--- config.mk ---
export PLATFORM = sky130hd
export DESIGN_NAME = move_unpacker
export DESIGN_NICKNAME = d
export VERILOG_FILES = /design/src/rtl/chess_mv_pkg.sv /design/src/rtl/mv_slot_sel.sv /design/src/rtl/move_unpacker.sv
export SDC_FILE = /design/constraint.sdc
export NUM_CORES = 1
export LEC_CHECK = 0
export CAP_MARGIN = 10
export CORE_MARGIN = 2
export CORE_UTILIZATION = 30
export DETAILED_ROUTE_END_ITERATION = 16
export GPL_TIMING_DRIVEN = 0
export PLACE_DENSITY = 0.58
export RECOVER_POWER = 25
export SETUP_SLACK_MARGIN = 0.02
export SYNTH_ARGS = -nofsm -noshare
export SYNTH_HDL_FRONTEND = slang
export SYNTH_SLANG_ARGS = --single-unit
--- constraint.sdc ---
create_clock -name clk -period 6.9 [get_ports clk]
set_input_delay 1.38 -clock clk [delete_from_list [all_inputs] [get_ports clk]]
set_output_delay 1.38 -clock clk [all_outputs]
set_load 0.005 [all_outputs]
--- src/rtl/chess_mv_pkg.sv ---
// Shared widths, move-slot field offsets and FSM encoding for the move unpacker.
package chess_mv_pkg;

    localparam int unsigned SLOT_W = 19;
    localparam int unsigned SLOT_N = 8;
    localparam int unsigned WORD_W = 160;
    localparam int unsigned IDX_W  = 4;
    localparam int unsigned SEL_W  = 3;
    localparam int unsigned CNT_W  = 8;

    localparam int unsigned INV_BIT = 18;
    localparam int unsigned FROM_HI = 11;
    localparam int unsigned FROM_LO = 6;
    localparam int unsigned TO_HI   = 5;
    localparam int unsigned TO_LO   = 0;

    localparam logic [IDX_W-1:0] IDX_FIRST = IDX_W'(1);
    localparam logic [IDX_W-1:0] IDX_LAST  = IDX_W'(SLOT_N);
    localparam logic [CNT_W-1:0] CNT_MAX   = '1;

    typedef enum logic [2:0] {
        ST_IDLE = 3'd0,
        ST_REQ  = 3'd1,
        ST_WAIT = 3'd2,
        ST_SCAN = 3'd3,
        ST_FIN  = 3'd4
    } state_t;

    function automatic logic slot_valid(input logic [SLOT_W-1:0] s);
        return !s[INV_BIT];
    endfunction

endpackage

--- src/rtl/mv_slot_sel.sv ---
// Picks one 19-bit move slot out of a 160-bit FIFO word; idx_i=0 selects slot1 (bits 151:133).
module mv_slot_sel
    import chess_mv_pkg::*;
(
    input  logic [WORD_W-1:0] word_i,
    input  logic [SEL_W-1:0]  idx_i,
    output logic [SLOT_W-1:0] slot_o
);

    // Top byte of the word carries no move data.
    logic unused_hi;
    assign unused_hi = ^word_i[WORD_W-1:SLOT_W*SLOT_N];

    always_comb begin
        slot_o = '0;
        for (int unsigned k = 0; k < SLOT_N; k++) begin
            if (idx_i == SEL_W'(k)) begin
                slot_o = word_i[SLOT_W*(SLOT_N-1-k) +: SLOT_W];
            end
        end
    end

endmodule

--- src/rtl/move_unpacker.sv ---
// Drains 160-bit move-generator FIFO words and streams their valid 19-bit moves
// one at a time over a valid/ready handshake, counting accepted moves.
module move_unpacker
    import chess_mv_pkg::*;
(
    input  logic              clk,
    input  logic              reset,
    input  logic              start,
    input  logic [WORD_W-1:0] fifoOut,
    input  logic              fifoEmpty,
    output logic              rden,
    output logic [SLOT_W-1:0] mv_out,
    output logic              mv_valid,
    input  logic              mv_ready,
    output logic [CNT_W-1:0]  mv_count,
    output logic              done
);

    state_t              state_q;
    logic [WORD_W-1:0]   hold_q;
    logic [IDX_W-1:0]    idx_q;
    logic [SLOT_W-1:0]   mv_out_q;
    logic                mv_valid_q;
    logic [CNT_W-1:0]    mv_count_q;
    logic                done_q;

    logic [WORD_W-1:0]   sel_word_d;
    logic [SEL_W-1:0]    sel_idx_d;
    logic [SLOT_W-1:0]   sel_slot;
    logic                advance;

    // Selector always looks one slot ahead: slot1 of the incoming word in WAIT,
    // otherwise the slot after idx_q (idx_q is 1-based, selector is 0-based).
    always_comb begin
        sel_word_d = hold_q;
        sel_idx_d  = SEL_W'(idx_q);
        if (state_q == ST_WAIT) begin
            sel_word_d = fifoOut;
            sel_idx_d  = '0;
        end
    end

    mv_slot_sel u_slot_sel (
        .word_i (sel_word_d),
        .idx_i  (sel_idx_d),
        .slot_o (sel_slot)
    );

    assign rden     = (state_q == ST_REQ) && !fifoEmpty;
    assign advance  = !mv_valid_q || mv_ready;
    assign mv_out   = mv_out_q;
    assign mv_valid = mv_valid_q;
    assign mv_count = mv_count_q;
    assign done     = done_q;

    always_ff @(posedge clk or posedge reset) begin
        if (reset) begin
            state_q    <= ST_IDLE;
            hold_q     <= '0;
            idx_q      <= IDX_FIRST;
            mv_out_q   <= '0;
            mv_valid_q <= 1'b0;
            mv_count_q <= '0;
            done_q     <= 1'b0;
        end else begin
            case (state_q)
                ST_IDLE: begin
                    if (start) begin
                        mv_count_q <= '0;
                        done_q     <= 1'b0;
                        state_q    <= ST_REQ;
                    end
                end
                ST_REQ: begin
                    state_q <= fifoEmpty ? ST_FIN : ST_WAIT;
                end
                ST_WAIT: begin
                    hold_q     <= fifoOut;
                    idx_q      <= IDX_FIRST;
                    mv_out_q   <= sel_slot;
                    mv_valid_q <= slot_valid(sel_slot);
                    state_q    <= ST_SCAN;
                end
                ST_SCAN: begin
                    if (mv_valid_q && mv_ready && (mv_count_q != CNT_MAX)) begin
                        mv_count_q <= mv_count_q + CNT_W'(1);
                    end
                    if (advance) begin
                        if (idx_q == IDX_LAST) begin
                            mv_valid_q <= 1'b0;
                            state_q    <= ST_REQ;
                        end else begin
                            idx_q      <= idx_q + IDX_W'(1);
                            mv_out_q   <= sel_slot;
                            mv_valid_q <= slot_valid(sel_slot);
                        end
                    end
                end
                ST_FIN: begin
                    if (start) begin
                        mv_count_q <= '0;
                        done_q     <= 1'b0;
                        state_q    <= ST_REQ;
                    end else begin
                        done_q <= 1'b1;
                    end
                end
                default: begin
                    state_q <= ST_IDLE;
                end
            endcase
        end
    end

endmodule
==> flow_summary.toml, run 1 <==
[sta]
finalClockSkew_ns = 0.0106
setup_viol = 0
hold_viol_final = 0
period_needed_ns = 4.22
finalCritPeriodShare_pct = 61.1
max_freq_mhz = 237
timing.setup.tns_ns = 0
maxSlewViolCount = 67
timing.final.ws_setup_ns = 2.68
worst_hold_slack_ns = 0.477
relSlewSlack_pct = -106
rsz0062_at_grt = "false"
worst_pin_slew_ns = 3.07

[global_route]
antenna_found_initial = 0
grt_pass1_vias = 8517
grt_overflow = 0
grt_max_degree = 123
grtUsageTotal_pct = 21.5
grt_pass1_wl_um = 50500

[pwr]
powerDensity_nw_per_um2 = 483
swShare_pct = 43.6
ir_drop_mv = 0.257
p_clk_share_pct = 17.9
leakagePower_nw = 5.73
seqPwrFrac_pct = 35.0
p_int_mw = 3.26
power_frac_comb_pct = 47.1
power_mw = 5.79
power.switching_mw = 2.53

[die]
fp-row-count = 63
die_area_um2 = 31500
die_w_um = 178
pin_count = 195
chipHeight_um = 178
core_um2 = 29600
start_util_pct = 30.5

[synth]
ys_ff_latch = 188
ys_types = 55
synth_edf_count = 0
netlist_area_um2 = 9030
syn_nets = 1254
yosysWarnings = 0
syn_inst = 1086
async_flop_share_pct = 100
seq_area_frac_synth_pct = 52.1
ys_dominant_reg_cell = "dfrtp_1"
avgSynthCellArea_um2 = 8.32

[placed_design]
port_buffers = 186
dp_hpwl_um = 23700
pre_cts_ws_ns = 2.73
finalWeightedCongestion = 0.896
placed_cell_area_um2 = 11400
dp.cells = 1663

[finish]
layout_commonest_cell = "nand2_1"
layout_common_cells = "nand2_1, dfrtp_1, clkdlybuf4s50_1"
postLayoutCoreUtil_pct = 40.5
layout.nets = 1460
area_growth_syn_to_layout_pct = 32.8
drive_gt1_share_pct = 6.06
final_cells = 1693
antenna_cells = 0
fin_area_um2 = 12000

[routing]
drc = 0
postRouteAntennaNets = 0
wirelength_um = 33500
via_count = 8643
drt_iter0_markers = 803
wl_per_cell_um = 19.8
dr.pass1.iters = 7
viasPerCell = 5.11

[clock_network]
post_cts_buffers = 0
clk_pin_slew_worst_paths_ns = 0.07
h-tree-depth = 4
cts_hold_buf = 0
cts_buffers = 17
cts_root_buf = "clkbuf_16"
cts_tree = "yes"
cts_buffer_depth = 2
clkLatencyLatePin_ns = 0.45
post_cts_resized = 0
clkSinkCount = 188

[worst_setup_path]
crit_arrival_ns = 2.84
crit_path_max_incr_delay_ns = 0.60
cp-start-kind = "input pin"
worst_r2r_path_depth = 9
crit_type = "in -> out"
reg2reg_to = "mv_out[15]"
cp_num_buf_inv = 2
path_delay_family = "buffers and inverters"
crit_fanout = 2
crit_required_ns = 5.52
cpMaxStageDelayCell = "clkdlybuf4s50_1"
crit_path_end_kind = "output pin"
ff2ff_setup_slack_ns = 3.56
cpMostUsedCell = "clkdlybuf4s50_1"
path_cells = "clkdlybuf4s50_1, nor4_1, clkdlybuf4s50_1"
rr_startpoint = "idx_q[1]"

[run_status]
outcome = "complete, but fails checks"
failed_checks = "capacitance limit, slew limit"

[worst_hold_path]
hp-start = "hold_q[75]"
hold_end = "hold_q[75]"
min_path_cells = 2
hp-class = "reg -> reg"

[job]
maxCapViolCount = 1
==> worst max path at each step <==
stage	slack, ns	cells past startpoint	startpoint	end
after floorplan	0.41	1	reset	done
after global placement	-2.35	2	reset	hold_q[24]
after detailed placement	2.73	3	fifoEmpty	rden
after CTS	2.72	3	fifoEmpty	rden
after global routing	2.65	3	reset	mv_out[14]
final	2.68	3	fifoEmpty	rden
==> power by group through the flow <==
stage          clock, mW  combinational, mW  sequential (mW)
5_1_grt             1.08               3.04             2.08
3_3_place_gp           0               2.65             2.03
6_report            1.03               2.73             2.03
3_5_place_dp           0               2.70             2.03
4_1_cts             1.04               2.72             2.02
2_1_floorplan          0               1.76             1.90
==> synthesized netlist by cell type, types with 12 or more instances <==
library cell / number / area (um^2)
nand2_1: 483 / 1810
dfrtp_1: 187 / 4680
nor2_1: 63 / 236
a21oi_1: 45 / 225
buf_2: 41 / 205
clkbuf_1: 29 / 109
o21ai_0: 21 / 105
a21o_1: 20 / 150
o31ai_1: 14 / 105
nand3_1: 12 / 60.1
==> tightest hold or removal path: stages, from the launching register on <==
cell and delay, ns:
dfrtp_1 0.34, nand2_1 0.05, nand2_1 0.06
==> cell families (layout without fill, tap and decap cells) <==
kind of cell / after synthesis / count (layout) / synth area share [%]
compound gates: 184 / 184 / 14.1
xor+xnor: 5 / 5 / 0.485
fa+ha+maj: 3 / 3 / 0.416
buf+inv: 84 / 301 / 4.35
flops: 188 / 188 / 52.1
mux: 8 / 8 / 0.887
simple gates: 614 / 614 / 27.7
==> registers in the layout, indices dropped and copies added, names as in the netlist <==
signal and flops:
hold_q 152, idx_q 4, mv_out 19, done 1, mv_count 8, mv_valid 1
state_q 3
==> routing by layer <==
layer	track usage [%]	up-vias	wire length, um
met1	29.8	4154	14400
met4	7.17	0	986
met5	0	-	0
li1	-	4016	-
met3	4.84	67	2970
met2	33.3	406	15100
==> cell type report <==
type,instances,area [um^2]
fill,3103,17600
clock buffer,18,429
multi-input combinational,814,3930
sequential,188,4710
clock inverter,12,164
timing repair buffer,187,1890
tap,390,488
buffer,77,354
inverter,7,27.5
(Power assumes the default switching activity.)
==> run 2, diff against run 1 <==
PLACE_DENSITY = 0.56   (was 0.58)
clock period = 4.1 ns   (was 6.9 ns; I/O delays follow)
==> run 2 against run 1 <==
Highest routed layer unchanged; sequential cell count unchanged; combinational power rose by 68%; non-clock buffer count grew 3; worst hold slack got worse by 0.0040 ns; utilization rose by 0.29 points; clock power increased by 74%; global-route usage shrank 0.18 points; the flow still finishes with violations (capacitance limit, slew limit).
==> flow_summary.toml, run 2 (same netlist as run 1, synthesis figures left out) <==
[die]
chipHeight_um = 178
start_util_pct = 30.5
die_w_um = 178
core_um2 = 29600
pin_count = 195
fp-row-count = 63
die_area_um2 = 31500

[global_route]
antenna_found_initial = 0
grt_max_degree = 42
grtUsageTotal_pct = 21.4
grt_overflow = 0
grt_pass1_vias = 8503
grt_pass1_wl_um = 50200

[sta]
hold_viol_final = 0
max_freq_mhz = 323
finalCritPeriodShare_pct = 75.4
timing.setup.tns_ns = 0
worst_pin_slew_ns = 1.65
rsz0062_at_grt = "false"
maxSlewViolCount = 36
setup_viol = 0
finalClockSkew_ns = 0.0103
relSlewSlack_pct = -10.8
period_needed_ns = 3.09

[worst_setup_path]
cp_num_buf_inv = 4
crit_fanout = 10
cp-start-kind = "flop"
path_cells = "buf_2, clkbuf_1, inv_2, ha_1, and3b_1, o31a_2, clkbuf_1, a21oi_1, o22ai_1"
crit_arrival_ns = 3.41
path_delay_family = "buffers and inverters"
cpMostUsedCell = "clkbuf_1"
crit_type = "reg -> reg"
crit_path_max_incr_delay_ns = 0.50
crit_path_end_kind = "flop"
crit_required_ns = 4.41
cpMaxStageDelayCell = "clkbuf_1"

[clock_network]
cts_buffers = 17
post_cts_resized = 0
h-tree-depth = 4
clk_pin_slew_worst_paths_ns = 0.07
cts_root_buf = "clkbuf_16"
clkLatencyLatePin_ns = 0.44
clkSinkCount = 188
cts_tree = "yes"
cts_hold_buf = 0
cts_buffer_depth = 2
post_cts_buffers = 0

[placed_design]
dp_hpwl_um = 24100
port_buffers = 186
finalWeightedCongestion = 0.888
placed_cell_area_um2 = 11500
dp.cells = 1666

[routing]
wl_per_cell_um = 19.6
postRouteAntennaNets = 0
highest_layer = "met4"
viasPerCell = 5.03
dr.pass1.iters = 5
drt_iter0_markers = 816
dr_wl_met3_um = 2720
met1_length_um = 14400
wl_met2_um = 15300
via_count = 8544
wirelength_um = 33300
drc = 0

[finish]
antenna_cells = 0
drive_gt1_share_pct = 6.80
layout_commonest_cell = "nand2_1"
regMostFlops = "hold_q"
area_growth_syn_to_layout_pct = 33.7
fillCellCount = 3082
final_cells = 1698
largest_reg_flops = 152
layout_common_cells = "nand2_1, dfrtp_1, clkdlybuf4s50_1"
layout.nets = 1463
fin_area_um2 = 12100

[pwr]
ir_drop_mv = 0.404
leakagePower_nw = 5.78
powerDensity_nw_per_um2 = 810

[job]
maxCapViolCount = 1

[run_status]
outcome = "complete, but fails checks"
failed_checks = "capacitance limit, slew limit"

[worst_hold_path]
hp-class = "reg -> reg"
## run 2: worst min-delay path, stage by stage (launching register included)
cell	delay [ns]
dfrtp_1	0.34
nand2_1	0.05
nand2_1	0.06
## run 2: routing by layer
metal  track usage (%)  vias up
met5                 0        -
met4              6.49        0
met3              4.65       43
met2              33.8      374
met1              29.2     4095
li1                  -     4032
## run 2: area by class of cell
cell class / instances / area, um^2 / area share, %
plain buffers: 77 / 367 / 3.04
clock buffers: 22 / 474 / 3.93
multi-input cells: 814 / 3930 / 32.6
repair buffers: 190 / 1930 / 16.0
inverters: 7 / 27.5 / 0.228
clock inverters: 10 / 155 / 1.28
flip-flops and latches: 188 / 4710 / 39.0
well taps: 390 / 488 / 4.04
## run 2: final timing paths
path	endpoint	start	cells after the start	slack (ns)
min reg2reg	hold_q[75]	hold_q[75]	2	0.47
max	mv_out[15]	idx_q[1]	9	1.01
min in group asynchronous	mv_count[4]	reset	2	1.23
max in group asynchronous	hold_q[109]	reset	3	1.23
min	hold_q[75]	hold_q[75]	2	0.47
max reg2reg	mv_out[15]	idx_q[1]	9	1.01
## run 2: per-stage QoR
step	setup slack (ns)	utilization, %	total power [mW]	hold WS (ns)
after CTS	0.988	40.8	9.79	0.474
final	1.01	40.8	9.78	0.473
after floorplan	0.860	-	6.16	0.437
after global routing	0.760	40.8	10.5	0.493
after global placement	-0.813	38.4	7.89	0.455
after detailed placement	1.00	38.7	7.98	0.457
## run 2: report_power, final
group	total [mW]	internal, mW	switching, mW
clock network	1.79	1.02	0.767
logic	4.58	1.77	2.82
registers	3.41	2.78	0.630
==> run 3, diff against run 2 <==
clock period = 2.9 ns   (was 4.1 ns; I/O delays follow)
==> run 3 against run 2 <==
The run still ends with capacitance limit, slew limit left; clock skew down 0.00068 ns; sequential cell count unchanged; setup slack worse by 0.89 ns; critical path depth down 5; clock power up 41%; sequential share of layout area about the same; worst hold slack better by 0.0010 ns; die area unchanged; total power up 42%; global-route usage about the same; register-to-register slack worse by 0.78 ns.
==> flow_summary.toml, run 3 (same netlist as run 1, synthesis figures left out) <==
[run_status]
outcome = "complete, but fails checks"
failed_checks = "capacitance limit, slew limit"

[clock_network]
clk_pin_slew_worst_paths_ns = 0.07
cts_tree = "yes"
h-tree-depth = 4
cts_buffer_depth = 2
post_cts_resized = 0
clkSinkCount = 188
clkLatencyLatePin_ns = 0.44
cts_buffers = 17
post_cts_buffers = 0
cts_root_buf = "clkbuf_16"
cts_hold_buf = 0

[global_route]
grtUsageTotal_pct = 21.3
grt_overflow = 0
antenna_found_initial = 0
grt_pass1_wl_um = 50100
grt_max_degree = 42
grt_pass1_vias = 8505

[die]
pin_count = 195
start_util_pct = 30.5
die_w_um = 178
die_area_um2 = 31500
chipHeight_um = 178
core_um2 = 29600
fp-row-count = 63

[sta]
maxSlewViolCount = 36
timing.setup.tns_ns = 0
finalClockSkew_ns = 0.00963
relSlewSlack_pct = -10.8
worst_pin_slew_ns = 1.65
hold_viol_final = 0
setup_viol = 0
finalCritPeriodShare_pct = 95.8
max_freq_mhz = 360
worst_hold_slack_ns = 0.474
rsz0062_at_grt = "false"
period_needed_ns = 2.78
timing.final.ws_setup_ns = 0.122

[finish]
drive_gt1_share_pct = 6.81
fin_area_um2 = 12100
layout_common_cells = "nand2_1, dfrtp_1, clkdlybuf4s50_1"
postLayoutCoreUtil_pct = 40.7
largest_reg_flops = 152
final_cells = 1697
regMostFlops = "hold_q"
area_growth_syn_to_layout_pct = 33.7
fillCellCount = 3082
layout_commonest_cell = "nand2_1"
layout.nets = 1462
antenna_cells = 0

[placed_design]
placed_cell_area_um2 = 11500
dp.cells = 1666
finalWeightedCongestion = 0.888
port_buffers = 186
pre_cts_ws_ns = -0.199
dp_hpwl_um = 24100

[routing]
wl_per_cell_um = 19.6
dr.pass1.iters = 5
via_count = 8553
drt_iter0_markers = 748
wirelength_um = 33300
drc = 0
viasPerCell = 5.04
postRouteAntennaNets = 0

[pwr]
leakagePower_nw = 5.78
powerDensity_nw_per_um2 = 1150
ir_drop_mv = 0.574
power_mw = 13.8

[job]
maxCapViolCount = 1

[worst_hold_path]
hp-class = "reg -> reg"
min_path_cells = 2

[worst_setup_path]
crit_fanout = 10
crit_type = "reg -> out"
crit_arrival_ns = 2.20
worst_r2r_path_depth = 8
crit_required_ns = 2.32
crit_path_end_kind = "output pin"
cp-start-kind = "flop"
run 3: cell count changes in the layout (fill, tap and decap cells not counted):
cell	change
clkbuf_1	-1
clkbuf_2	-1
clkbuf_4	+1
clkdlybuf4s50_1	+1
dlygate4sd3_1	-1
run 3: metal layers:
metal  vias to the layer above  global-route usage [%]  wire length (um)
li1                       4023                       -                 -
met1                      4139                    29.1             14700
met2                       348                    33.8             15400
met3                        43                    4.71              2410
met4                         0                    6.35               759
met5                         -                       0                 0
run 3: worst paths after layout:
| check | startpoint | to | slack [ns] |
|---|---|---|---|
| worst max register to register | idx_q[1] | mv_out[15] | 0.23 |
| min in group asynchronous | reset | mv_count[4] | 0.99 |
| worst min register to register | hold_q[110] | hold_q[110] | 0.47 |
| worst max-delay path | state_q[0] | rden | 0.12 |
| max in group asynchronous | reset | hold_q[14] | 0.51 |
| worst min-delay path | hold_q[110] | hold_q[110] | 0.47 |
run 3: area by class of cell:
class                   count  area, um^2  area share, %
flip-flops and latches    188        4710           39.0
multi-input cells         814        3930           32.6
repair buffers            190        1930           16.0
well taps                 390         488           4.04
clock buffers              22         474           3.93
plain buffers              76         363           3.00
clock inverters            10         155           1.28
inverters                   7        27.5          0.228
run 3: critical path: stages (launching register included):
cell	delay [ns]
dfrtp_1	0.34
buf_2	0.22
inv_1	0.13
nor4_1	0.47
clkdlybuf4s50_1	0.59
run 3: power breakdown:
group          leakage [nW]  switching [mW]  total, mW  internal, mW
registers              2.31           0.898       4.82          3.92
logic                  3.17            3.99       6.49          2.50
clock network         0.305            1.09       2.53          1.45
total                  5.78            5.97       13.8          7.87
